**src/rtl/tlp_pkg.sv**
```systemverilog
// Shared definitions for the egress TLP mux: bus widths, arbiter state encoding
// and the port identifier used to remember the last grant.
package tlp_pkg;

    localparam int DOUBLE_WORD    = 32;
    localparam int HEADER_SIZE    = 4 * DOUBLE_WORD;
    localparam int TLP_DATA_WIDTH = 8 * DOUBLE_WORD;

    // Arbiter states; kept as plain constants so older code can share them.
    localparam logic [1:0] IDLE   = 2'd0;
    localparam logic [1:0] BUSY_A = 2'd1;
    localparam logic [1:0] BUSY_B = 2'd2;

    typedef enum logic {
        PORT_A = 1'b0,
        PORT_B = 1'b1
    } port_e;

endpackage

```
**src/rtl/tlp_pipe_reg.sv**
```systemverilog
// One-deep valid/ready register slice carrying a TLP beat {data, hdr, sop, eop}.
// The header register only loads on sop beats and holds its value otherwise.
module tlp_pipe_reg
    import tlp_pkg::*;
#(
    parameter int DATA_W = TLP_DATA_WIDTH,
    parameter int HDR_W  = HEADER_SIZE
) (
    input  logic              clk,
    input  logic              rst_n,
    input  logic              in_valid,
    output logic              in_ready,
    input  logic [DATA_W-1:0] in_data,
    input  logic [HDR_W-1:0]  in_hdr,
    input  logic              in_sop,
    input  logic              in_eop,
    output logic              out_valid,
    input  logic              out_ready,
    output logic [DATA_W-1:0] out_data,
    output logic [HDR_W-1:0]  out_hdr,
    output logic              out_sop,
    output logic              out_eop
);

    logic              valid_q, valid_d;
    logic [DATA_W-1:0] data_q, data_d;
    logic [HDR_W-1:0]  hdr_q, hdr_d;
    logic              sop_q, sop_d;
    logic              eop_q, eop_d;
    logic              load;

    // The slot can take a new beat when empty or when its current beat leaves now.
    assign in_ready = !valid_q || out_ready;
    assign load     = in_valid && in_ready;

    // Next-state: load a new beat, drain the held beat, or hold everything stable.
    always_comb begin
        valid_d = valid_q;
        data_d  = data_q;
        hdr_d   = hdr_q;
        sop_d   = sop_q;
        eop_d   = eop_q;
        if (load) begin
            valid_d = 1'b1;
            data_d  = in_data;
            sop_d   = in_sop;
            eop_d   = in_eop;
            if (in_sop) begin
                hdr_d = in_hdr;
            end
        end else if (out_ready) begin
            valid_d = 1'b0;
        end
    end

    // Slice registers; all cleared by reset so the egress bus starts at zero.
    always_ff @(posedge clk) begin
        if (!rst_n) begin
            valid_q <= 1'b0;
            data_q  <= '0;
            hdr_q   <= '0;
            sop_q   <= 1'b0;
            eop_q   <= 1'b0;
        end else begin
            valid_q <= valid_d;
            data_q  <= data_d;
            hdr_q   <= hdr_d;
            sop_q   <= sop_d;
            eop_q   <= eop_d;
        end
    end

    assign out_valid = valid_q;
    assign out_data  = data_q;
    assign out_hdr   = hdr_q;
    assign out_sop   = sop_q;
    assign out_eop   = eop_q;

endmodule

```
**src/rtl/tlp_tx_mux.sv**
```systemverilog
// Egress TLP mux: round-robin arbitration between the completion stream (A) and
// the locally generated stream (B), switching only on packet boundaries, with
// orphan (sop-less) beats dropped while idle and the result sent through one
// register slice.
module tlp_tx_mux
    import tlp_pkg::*;
#(
    parameter int DOUBLE_WORD    = tlp_pkg::DOUBLE_WORD,
    parameter int HEADER_SIZE    = 4 * DOUBLE_WORD,
    parameter int TLP_DATA_WIDTH = 8 * DOUBLE_WORD
) (
    input  logic                      clk,
    input  logic                      rst_n,
    input  logic [TLP_DATA_WIDTH-1:0] a_data,
    input  logic [HEADER_SIZE-1:0]    a_hdr,
    input  logic                      a_sop,
    input  logic                      a_eop,
    input  logic                      a_valid,
    output logic                      a_ready,
    input  logic [TLP_DATA_WIDTH-1:0] b_data,
    input  logic [HEADER_SIZE-1:0]    b_hdr,
    input  logic                      b_sop,
    input  logic                      b_eop,
    input  logic                      b_valid,
    output logic                      b_ready,
    output logic [TLP_DATA_WIDTH-1:0] out_data,
    output logic [HEADER_SIZE-1:0]    out_hdr,
    output logic                      out_sop,
    output logic                      out_eop,
    output logic                      out_valid,
    input  logic                      out_ready,
    input  logic                      enable,
    output logic                      err_orphan
);

    logic [1:0]                state_q, state_d;
    port_e                     last_q, last_d;
    logic                      err_q, err_d;

    logic                      slice_ready;
    logic                      cand_a, cand_b;
    logic                      orph_a, orph_b;
    logic                      grant_a, grant_b;
    logic                      sel_a, sel_b;
    logic                      fwd_valid;
    logic [TLP_DATA_WIDTH-1:0] fwd_data;
    logic [HEADER_SIZE-1:0]    fwd_hdr;
    logic                      fwd_sop, fwd_eop;
    logic                      fire;

    // Idle-time winner selection: a lone candidate wins, a tie goes to the port
    // that did not win last time.
    always_comb begin
        cand_a  = a_valid && a_sop;
        cand_b  = b_valid && b_sop;
        orph_a  = a_valid && !a_sop;
        orph_b  = b_valid && !b_sop;
        grant_a = 1'b0;
        grant_b = 1'b0;
        if (state_q == IDLE && enable) begin
            if (cand_a && cand_b) begin
                grant_a = (last_q == PORT_B);
                grant_b = (last_q == PORT_A);
            end else begin
                grant_a = cand_a;
                grant_b = cand_b;
            end
        end
    end

    // Route the owning port into the slice; orphans in IDLE are acked and dropped.
    always_comb begin
        sel_a     = (state_q == BUSY_A) || grant_a;
        sel_b     = (state_q == BUSY_B) || grant_b;
        a_ready   = sel_a ? slice_ready : (state_q == IDLE && orph_a);
        b_ready   = sel_b ? slice_ready : (state_q == IDLE && orph_b);
        fwd_valid = (sel_a && a_valid) || (sel_b && b_valid);
        fwd_data  = sel_b ? b_data : a_data;
        fwd_hdr   = sel_b ? b_hdr  : a_hdr;
        fwd_sop   = sel_b ? b_sop  : a_sop;
        fwd_eop   = sel_b ? b_eop  : a_eop;
        fire      = fwd_valid && slice_ready;
    end

    // Packet-boundary FSM: ownership is taken on the winning sop beat and
    // released on the eop beat transfer.
    always_comb begin
        state_d = state_q;
        last_d  = last_q;
        err_d   = (state_q == IDLE) && (orph_a || orph_b);
        case (state_q)
            IDLE: begin
                if (fire) begin
                    last_d = sel_b ? PORT_B : PORT_A;
                    if (!fwd_eop) begin
                        state_d = sel_b ? BUSY_B : BUSY_A;
                    end
                end
            end
            BUSY_A, BUSY_B: begin
                if (fire && fwd_eop) begin
                    state_d = IDLE;
                end
            end
            default: state_d = IDLE;
        endcase
    end

    // Control registers; last_grant resets to B so the first tie goes to A.
    always_ff @(posedge clk) begin
        if (!rst_n) begin
            state_q <= IDLE;
            last_q  <= PORT_B;
            err_q   <= 1'b0;
        end else begin
            state_q <= state_d;
            last_q  <= last_d;
            err_q   <= err_d;
        end
    end

    assign err_orphan = err_q;

    tlp_pipe_reg #(
        .DATA_W (TLP_DATA_WIDTH),
        .HDR_W  (HEADER_SIZE)
    ) u_slice (
        .clk       (clk),
        .rst_n     (rst_n),
        .in_valid  (fwd_valid),
        .in_ready  (slice_ready),
        .in_data   (fwd_data),
        .in_hdr    (fwd_hdr),
        .in_sop    (fwd_sop),
        .in_eop    (fwd_eop),
        .out_valid (out_valid),
        .out_ready (out_ready),
        .out_data  (out_data),
        .out_hdr   (out_hdr),
        .out_sop   (out_sop),
        .out_eop   (out_eop)
    );

endmodule
```
**config.mk**
```make
export PLATFORM = sky130hd
export DESIGN_NAME = tlp_tx_mux
export DESIGN_NICKNAME = d
export VERILOG_FILES = /design/src/rtl/tlp_pkg.sv /design/src/rtl/tlp_pipe_reg.sv /design/src/rtl/tlp_tx_mux.sv
export SDC_FILE = /design/constraint.sdc
export NUM_CORES = 1
export LEC_CHECK = 0
export ABC_AREA = 0
export CORE_AREA = 5 5 449 451
export CTS_CLUSTER_DIAMETER = 80
export CTS_CLUSTER_SIZE = 25
export DETAILED_ROUTE_END_ITERATION = 8
export DIE_AREA = 0 0 454 456
export PLACE_DENSITY_LB_ADDON = 0.2
export REMOVE_ABC_BUFFERS = 1
export SETUP_SLACK_MARGIN = 0.3
export SLEW_MARGIN = 20
export SYNTH_ARGS = -nofsm -noshare
export SYNTH_HDL_FRONTEND = slang
export SYNTH_SLANG_ARGS = --single-unit
export TNS_END_PERCENT = 30
```
**constraint.sdc**
```tcl
create_clock -name clk -period 3.2 [get_ports clk]
set_clock_uncertainty 0.1 [all_clocks]
set_input_delay 0.64 -clock clk [delete_from_list [all_inputs] [get_ports clk]]
set_output_delay 0.64 -clock clk [all_outputs]
set_load 0.02 [all_outputs]
```
==> results of run 1 <==
-- layout make-up --
class	count	area [um2]
Antenna cell	9	22.5
Clock buffer	54	1300
Clock inverter	38	510
Fill cell	21800	161000
Inverter	3	11.3
Multi-Input combinational cell	1201	9530
Sequential cell	391	7830
Tap cell	2640	3300
Timing Repair Buffer	1360	13600
-- sequential cells by signal, summed over array words and instances, names as in the netlist --
name               cells
err_orphan             1
last_q                 1
state_q                2
u_slice.out_data     256
u_slice.out_eop        1
u_slice.out_hdr      128
u_slice.out_sop        1
u_slice.out_valid      1
-- per-layer routing --
layer	global-route usage	routed length (um)	up-vias
met5	0	13	-
met4	0.0458	4640	2
met3	0.0514	12700	130
met2	0.221	68600	573
met1	0.149	56700	9043
li1	-	-	8949
-- synth_stat cells --
library cell and count:
sky130_fd_sc_hd__o21ai_0 3, sky130_fd_sc_hd__nor3_1 1, sky130_fd_sc_hd__a41oi_2 1, sky130_fd_sc_hd__nand2b_1 3, sky130_fd_sc_hd__a41oi_1 1, sky130_fd_sc_hd__and3_1 2, sky130_fd_sc_hd__a21boi_0 1, sky130_fd_sc_hd__o311ai_0 1
sky130_fd_sc_hd__inv_1 3, sky130_fd_sc_hd__o31ai_1 2, sky130_fd_sc_hd__or2_2 1, sky130_fd_sc_hd__nand3_1 4, sky130_fd_sc_hd__nor2_1 3, sky130_fd_sc_hd__ha_1 3, sky130_fd_sc_hd__a31o_2 1, sky130_fd_sc_hd__buf_1 6
sky130_fd_sc_hd__a21oi_1 3, sky130_fd_sc_hd__nor2b_1 3, sky130_fd_sc_hd__nand2_1 388, sky130_fd_sc_hd__nand3b_1 1, sky130_fd_sc_hd__dfxtp_1 391, sky130_fd_sc_hd__a22o_1 1, sky130_fd_sc_hd__mux2i_1 385, sky130_fd_sc_hd__buf_2 55
sky130_fd_sc_hd__clkbuf_1 112, sky130_fd_sc_hd__nand4b_1 3, sky130_fd_sc_hd__o211a_1 385, sky130_fd_sc_hd__and2_1 1, sky130_fd_sc_hd__a222oi_1 1, sky130_fd_sc_hd__o21a_1 1, sky130_fd_sc_hd__a311oi_1 2
-- stage by stage --
stage,area [um2],cells,hold slack (ns)
finish,36100,5696,0.303
global route,36100,5692,0.290
CTS,36100,5687,0.253
detailed placement,34200,5591,0.384
global placement,34200,5591,0.377
floorplan,17300,1595,0.377
-- worst max-delay path by stage --
stage	start	end	slack (ns)
after global routing	state_q[0]	b_ready	0.15
after global placement	a_valid	u_slice.out_data[220]	-0.52
final	b_sop	a_ready	0.29
after CTS	state_q[1]	b_ready	0.22
after floorplan	b_valid	b_ready	-17.91
after detailed placement	a_valid	u_slice.out_data[220]	-0.50
-- cells by family (layout without fill, tap and decap cells) --
kind of cell / after synthesis / in the layout
muxes: 385 / 385
adders and majority gates: 3 / 3
AOI/OAI and AO/OA: 403 / 403
DFF: 391 / 391
other: 0 / 9
buffers and inverters: 176 / 1455
and+or+nand+nor: 410 / 410
-- power groups by stage --
stage	Combinational, mW	Sequential, mW	Clock (mW)
after floorplan	2.15	6.33	0
after global routing	5.45	5.83	6.88
after global placement	5.23	5.88	0
final	5.12	5.76	6.37
after detailed placement	5.21	5.89	0
after CTS	5.24	5.78	6.74
-- cell usage in the layout (no fill, tap or decap), drive strengths merged, types with 2 or more instances in the layout --
master	instances
a21oi	3
a311oi	2
a41oi	2
and3	2
buf	196
bufinv	3
clkbuf	54
clkdlybuf4s50	1161
clkinv	9
clkinvlp	2
dfxtp	391
diode	9
dlygate4sd2	3
ha	3
inv	27
mux2i	385
nand2	388
nand2b	3
nand3	4
nand4b	3
nor2	3
nor2b	3
o211a	385
o21ai	3
o31ai	2
-- critical path, stage by stage --
cell                              delay [ns]
sky130_fd_sc_hd__clkdlybuf4s50_1        0.60
sky130_fd_sc_hd__nand3b_1               0.11
sky130_fd_sc_hd__a41oi_1                0.27
sky130_fd_sc_hd__nand4b_1               0.12
sky130_fd_sc_hd__o21ai_1                0.20
sky130_fd_sc_hd__buf_4                  0.21
-- timing repair --
item,CTS,global route
gates cloned,0,0
pin swaps,4,3
setup buffers,4,0
resized for setup,17,0
endpoints found under the setup margin,7,4
==> Flow_metrics.wiki, run 1 <==
{| class="wikitable"
! Metric !! Value
|-
| Outcome || finished clean
|-
| Maximum vdd drop || 0.362 mV
|-
| Largest family of logic cells by synthesized area || compound AO/OA/AOI/OAI gates
|-
| Unrepaired setup endpoints after global routing || true
|-
| Hpwl dp || 122000 um
|-
| Std-Cell Core Area || 197000 um2
|-
| Average cell area after synthesis || 10.2 um2
|-
| Setup-violating endpoint count in the final report || 0
|-
| Capture instance of the worst register-to-register path || u_slice.out_data[220]
|-
| Total routing usage reported by global routing || 0.131
|-
| Slack of the worst reg-to-reg path || 0.40 ns
|-
| Max Freq || 344 MHz
|-
| Start of the worst register-to-register path || state_q[0]
|-
| Root buffer cell || sky130_fd_sc_hd__clkbuf_16
|-
| Reported leakage power || 18.8 nW
|-
| Xor-xnor portion of the synthesized cell area || 0
|-
| Number of antenna-violating nets in the routed design || 0
|-
| Share of cells above drive strength 1 || 0.0985
|-
| Detail-routed net length per standard cell || 25.0 um
|-
| Setup slack of the critical path after layout || 0.295 ns
|-
| Y dimension of the die || 456 um
|-
| Count of buffers from port buffering || 1167
|-
| Min-Delay Endpoint || u_slice.out_data[116]
|-
| Maximum number of pins on one net before global-route repair || 77
|-
| Mux share of post-synthesis cell area || 0.214
|-
| Synth Area in Compound Gates || 0.221
|-
| Arrival time at the worst endpoint || 2.17 ns
|-
| Number of optimization iterations in the first detailed-route pass || 5
|-
| Clock latency on the worst-skew pair || 0.65 ns
|-
| Post-synthesis instance total || 1768
|-
| Most area-hungry cell type in the Yosys netlist || sky130_fd_sc_hd__dfxtp_1
|-
| Clock tree from TritonCTS || done
|-
| Total Routed Length || 143000 um
|-
| Wire length of the first global-routing pass || 183000 um
|-
| Number of hold-repair buffers added at the cts stage || 0
|-
| Ports || 1168
|-
| Core occupancy in the finished layout || 0.183
|-
| Cell Int Power || 11.3 mW
|-
| Violation count after the first detailed-route iteration || 908
|-
| Slew Limit Headroom || 0.422
|-
| Crit-path max FO || 6
|-
| Initial Util || 0.0916
|-
| Hold Path Depth || 2
|-
| Die X-Extent || 454 um
|-
| Share of total power consumed by net switching || 0.343
|-
| Critical Path RT || 2.46 ns
|-
| Max-slew violation count || 0
|-
| Overall power of the completed layout || 17.3 mW
|-
| Slew @ Worst Pin || 0.843 ns
|-
| Post-DR vias/cell || 3.28
|-
| Pre-CTS WS || -0.504 ns
|-
| Tcrit/Tclk final || 0.908
|-
| Sum of negative setup slack || 0 ns
|-
| Top-area cell type share of the netlist area || 0.434
|-
| Switching power summed over all nets || 5.92 mW
|-
| Die area || 207000 um2
|-
| Critical path capture point type || output pin
|-
| Largest buffer count on any clock path || 3
|-
| Nets@finish || 3788
|-
| DRC viols || 0
|-
| Floorplan row count || 163
|-
| Shortest clock period the worst path allows after layout || 2.91 ns
|-
| Initial antenna violation count || 25
|-
| Yosys cell types || 31
|-
| Final RePlAce weighted congestion || 0.856
|-
| Type of the most critical hold path || primary input to flop
|-
| Clock share of power || 0.369
|-
| Kind of critical path || primary input to output pin
|-
| Vias post-DR || 18700
|-
| Share of synthesized area occupied by flip-flops and latches || 0.434
|-
| Synthesized-area fraction occupied by and/or/nand/nor cells || 0.0881
|-
| Via count of the first global-routing pass || 19700
|-
| Startpoint of the worst hold path || rst_n
|-
| Total number of clock tree sinks || 391
|-
| Number of max-cap violations || 0
|-
| Final Hold Violating Endpoints || 0
|-
| H-Tree Depth || 2
|-
| Number of buffers created by CTS || 50
|-
| Growth of design area from synthesis to finish || 100%
|-
| Leading post-synthesis cells by cell area || sky130_fd_sc_hd__dfxtp_1 (43%), sky130_fd_sc_hd__mux2i_1 (21%), sky130_fd_sc_hd__o211a_1 (21%)
|-
| Clock slew seen by the registers of the worst setup and hold paths || 0.07 ns
|-
| Power Density || 478 nW/um2
|-
| Seq cells post-synth || 391
|-
| Worst reg2reg path depth || 12
|-
| Crit path launch type || primary input
|-
| Post-synth design cell area || 18000 um2
|-
| Yosys synthesis warning count || 0
|-
| Total gr overflow || 0
|-
| Logic gate share of total power || 0.297
|-
| Sequential power share || 0.334
|-
| Adder-Cell Fraction of Synth Area || 0.00208
|}
Power figures use the tool's default switching activity.
==> run 2: changes to the inputs <==
--- a/config.mk
+++ b/config.mk
@@ -11,6 +11,7 @@
 export CTS_CLUSTER_SIZE = 25
 export DETAILED_ROUTE_END_ITERATION = 8
 export DIE_AREA = 0 0 454 456
+export GPL_TIMING_DRIVEN = 0
 export PLACE_DENSITY_LB_ADDON = 0.2
 export REMOVE_ABC_BUFFERS = 1
 export SETUP_SLACK_MARGIN = 0.3
==> run 2 against run 1 <==
  * The flow now finishes with violations (negative setup slack)
  * Utilization rose by 1.4 points
  * Worst setup slack got worse by 0.39 ns
  * Fmax shrank 12%
  * Non-clock buffer count is 6 higher
  * Register-to-register slack worse by 0.49 ns
  * Die area is the same
  * Final area rose by 7.5%
  * Clock power is 4.7% higher
  * Worst hold slack worse by 0.024 ns
  * Critical path type is now flop to flop
==> Flow_metrics.wiki, run 2 (synthesis gave the netlist of run 1 again) <==
{| class="wikitable"
! Metric !! Value
|-
| Outcome || finished with violations
|-
| Violated checks || negative setup slack
|-
| Number of antenna-violating nets in the routed design || 0
|-
| Number of buffers created by CTS || 55
|-
| Kind of critical path || flop to flop
|-
| Maximum number of pins on one net before global-route repair || 93
|-
| Die area || 207000 um2
|-
| Delay of the slowest critical-path stage || 0.36 ns
|-
| Power Density || 463 nW/um2
|-
| Crit path launch type || flop
|-
| H-Tree Depth || 2
|-
| Core occupancy in the finished layout || 0.197
|-
| Flip-flop count of the largest register after layout || 256
|-
| Via count of the first global-routing pass || 19500
|-
| Tcrit/Tclk final || 1.03
|-
| Number of optimization iterations in the first detailed-route pass || 4
|-
| Final Hold Violating Endpoints || 0
|-
| Post-DR vias/cell || 3.30
|-
| Violation count after the first detailed-route iteration || 850
|-
| Floorplan row count || 163
|-
| Unrepaired setup endpoints after global routing || true
|-
| Number of hold-repair buffers added at the cts stage || 0
|-
| Initial Util || 0.0916
|-
| Clock tree from TritonCTS || done
|-
| Clock slew seen by the registers of the worst setup and hold paths || 0.07 ns
|-
| Crit path max-delay family || buffers and inverters
|-
| Share of cells above drive strength 1 || 0.154
|-
| Pre-CTS WS || -2.02 ns
|-
| Cell with the biggest individual delay on the critical path || sky130_fd_sc_hd__dfxtp_4
|-
| Total routing usage reported by global routing || 0.131
|-
| Critical path capture point type || flop
|-
| Maximum vdd drop || 0.394 mV
|-
| Hpwl dp || 120000 um
|-
| Initial antenna violation count || 21
|-
| Count of placed standard cells including taps || 5482
|-
| Most common cell after layout, fill and taps aside || sky130_fd_sc_hd__clkdlybuf4s50_1
|-
| Type of the most critical hold path || primary input to flop
|-
| Ports || 1168
|-
| Series of cell instances along the critical path || inv_4 > ha_4 > and2_4 > a41oi_4 > clkbuf_16 > buf_16 > buf_16 > buf_12 > buf_16 > buf_16 > buf_12 > buf_12 > buf_16 > buf_16 > buf_16 > buf_16 > buf_12 > mux2i_2 > nand2_2 > o211a_1
|-
| Arrival time at the worst endpoint || 3.76 ns
|-
| Total Routed Length || 143000 um
|-
| Slew Limit Headroom || 0.523
|-
| Clock latency on the worst-skew pair || 0.67 ns
|-
| Critical Path RT || 3.67 ns
|-
| Highest-count cells in the layout ignoring fill and taps || sky130_fd_sc_hd__clkdlybuf4s50_1 (1160), sky130_fd_sc_hd__dfxtp_1 (389), sky130_fd_sc_hd__o211a_1 (385)
|-
| Non-Filler Instances || 5720
|-
| Std-Cell Core Area || 197000 um2
|-
| Die X-Extent || 454 um
|-
| Setup slack of the critical path after layout || -0.0915 ns
|-
| Wire length of the first global-routing pass || 183000 um
|-
| Max Freq || 304 MHz
|-
| Count of buffers from port buffering || 1167
|-
| Growth of design area from synthesis to finish || 115%
|-
| Most common cell type on the critical path || sky130_fd_sc_hd__buf_16
|-
| Nets@finish || 3799
|-
| Setup-violating endpoint count in the final report || 7
|-
| Largest buffer count on any clock path || 3
|-
| Crit-path max FO || 6
|-
| Worst path bufs/invs || 14
|-
| Reported leakage power || 18.9 nW
|-
| Root buffer cell || sky130_fd_sc_hd__clkbuf_16
|-
| Max-slew violation count || 0
|-
| Detail-routed net length per standard cell || 25.0 um
|-
| Number of max-cap violations || 0
|-
| Y dimension of the die || 456 um
|-
| Total number of clock tree sinks || 391
|-
| Hold Slack || 0.279 ns
|-
| Shortest clock period the worst path allows after layout || 3.29 ns
|-
| DRC viols || 0
|-
| Slew @ Worst Pin || 0.714 ns
|-
| Vias post-DR || 18900
|-
| Total gr overflow || 0
|-
| Final RePlAce weighted congestion || 0.875
|}
run 2: cell types whose count changed in the layout (fill, tap and decap cells not counted), moves of 29 or more:
cell	previous run	this run
sky130_fd_sc_hd__mux2i_4	0	98
sky130_fd_sc_hd__mux2i_2	0	29
sky130_fd_sc_hd__buf_4	156	66
sky130_fd_sc_hd__buf_16	0	40
sky130_fd_sc_hd__buf_6	2	41
sky130_fd_sc_hd__mux2i_1	385	258
sky130_fd_sc_hd__nand2_1	388	356
run 2: timing repair:
| action | in CTS | in global routing |
|---|---|---|
| pin swaps | 90 | 73 |
| gates resized for setup | 302 | 122 |
| gates cloned | 4 | 0 |
| setup buffers | 90 | 25 |
| setup endpoints to repair | 371 | 247 |
run 2: cell type report:
type | instances | area, um2
tap | 2640 | 3300
antenna | 18 | 45.0
timing repair buffer | 1366 | 14700
fill | 21700 | 158000
clock buffer | 58 | 1400
sequential | 391 | 7840
multi-input combinational | 1201 | 11000
inverter | 3 | 16.3
clock inverter | 43 | 533
run 2: through the flow:
step	TNS [ns]	total power [mW]	instance area [um2]
final	-0.309	18.0	38800
after global routing	-3.76	18.9	38800
after CTS	-0.737	18.4	37900
after detailed placement	-299.71	11.0	33900
after global placement	-	11.1	32300
after floorplan	-5885.64	8.48	17300
run 2: final timing paths:
check / from / endpoint / slack [ns] / depth (start not counted)
worst max-delay path: state_q[0] / u_slice.out_data[159] / -0.09 / 20
worst min-delay path: a_valid / err_orphan / 0.28 / 3
worst max register to register: state_q[0] / u_slice.out_data[159] / -0.09 / 20
worst min register to register: u_slice.out_valid / u_slice.out_valid / 0.39 / 2
run 2: metal layers:
| metal | part of all wire | track usage |
|---|---|---|
| met1 | 0.39 | 0.148 |
| met2 | 0.49 | 0.225 |
| met3 | 0.099 | 0.0567 |
| met4 | 0.025 | 0.0362 |
| met5 | 0.000091 | 0 |
run 2: power by group:
group	total, mW	internal (mW)	switching [mW]
clock network	6.67	3.58	3.09
logic	5.63	2.88	2.75
registers	5.66	5.37	0.291
total	18.0	11.8	6.13
run 2: worst register-to-register path, cell delays in order (launching register included):
cell                        delay [ns]
sky130_fd_sc_hd__dfxtp_4          0.36
sky130_fd_sc_hd__inv_4            0.06
sky130_fd_sc_hd__ha_4             0.13
sky130_fd_sc_hd__and2_4           0.16
sky130_fd_sc_hd__a41oi_4          0.14
sky130_fd_sc_hd__clkbuf_16        0.20
sky130_fd_sc_hd__buf_16           0.14
sky130_fd_sc_hd__buf_16           0.13
sky130_fd_sc_hd__buf_12           0.12
sky130_fd_sc_hd__buf_16           0.13
sky130_fd_sc_hd__buf_16           0.12
sky130_fd_sc_hd__buf_12           0.12
sky130_fd_sc_hd__buf_12           0.13
sky130_fd_sc_hd__buf_16           0.13
sky130_fd_sc_hd__buf_16           0.13
sky130_fd_sc_hd__buf_16           0.13
sky130_fd_sc_hd__buf_16           0.14
sky130_fd_sc_hd__buf_12           0.15
sky130_fd_sc_hd__mux2i_2          0.18
sky130_fd_sc_hd__nand2_2          0.14
sky130_fd_sc_hd__o211a_1          0.15
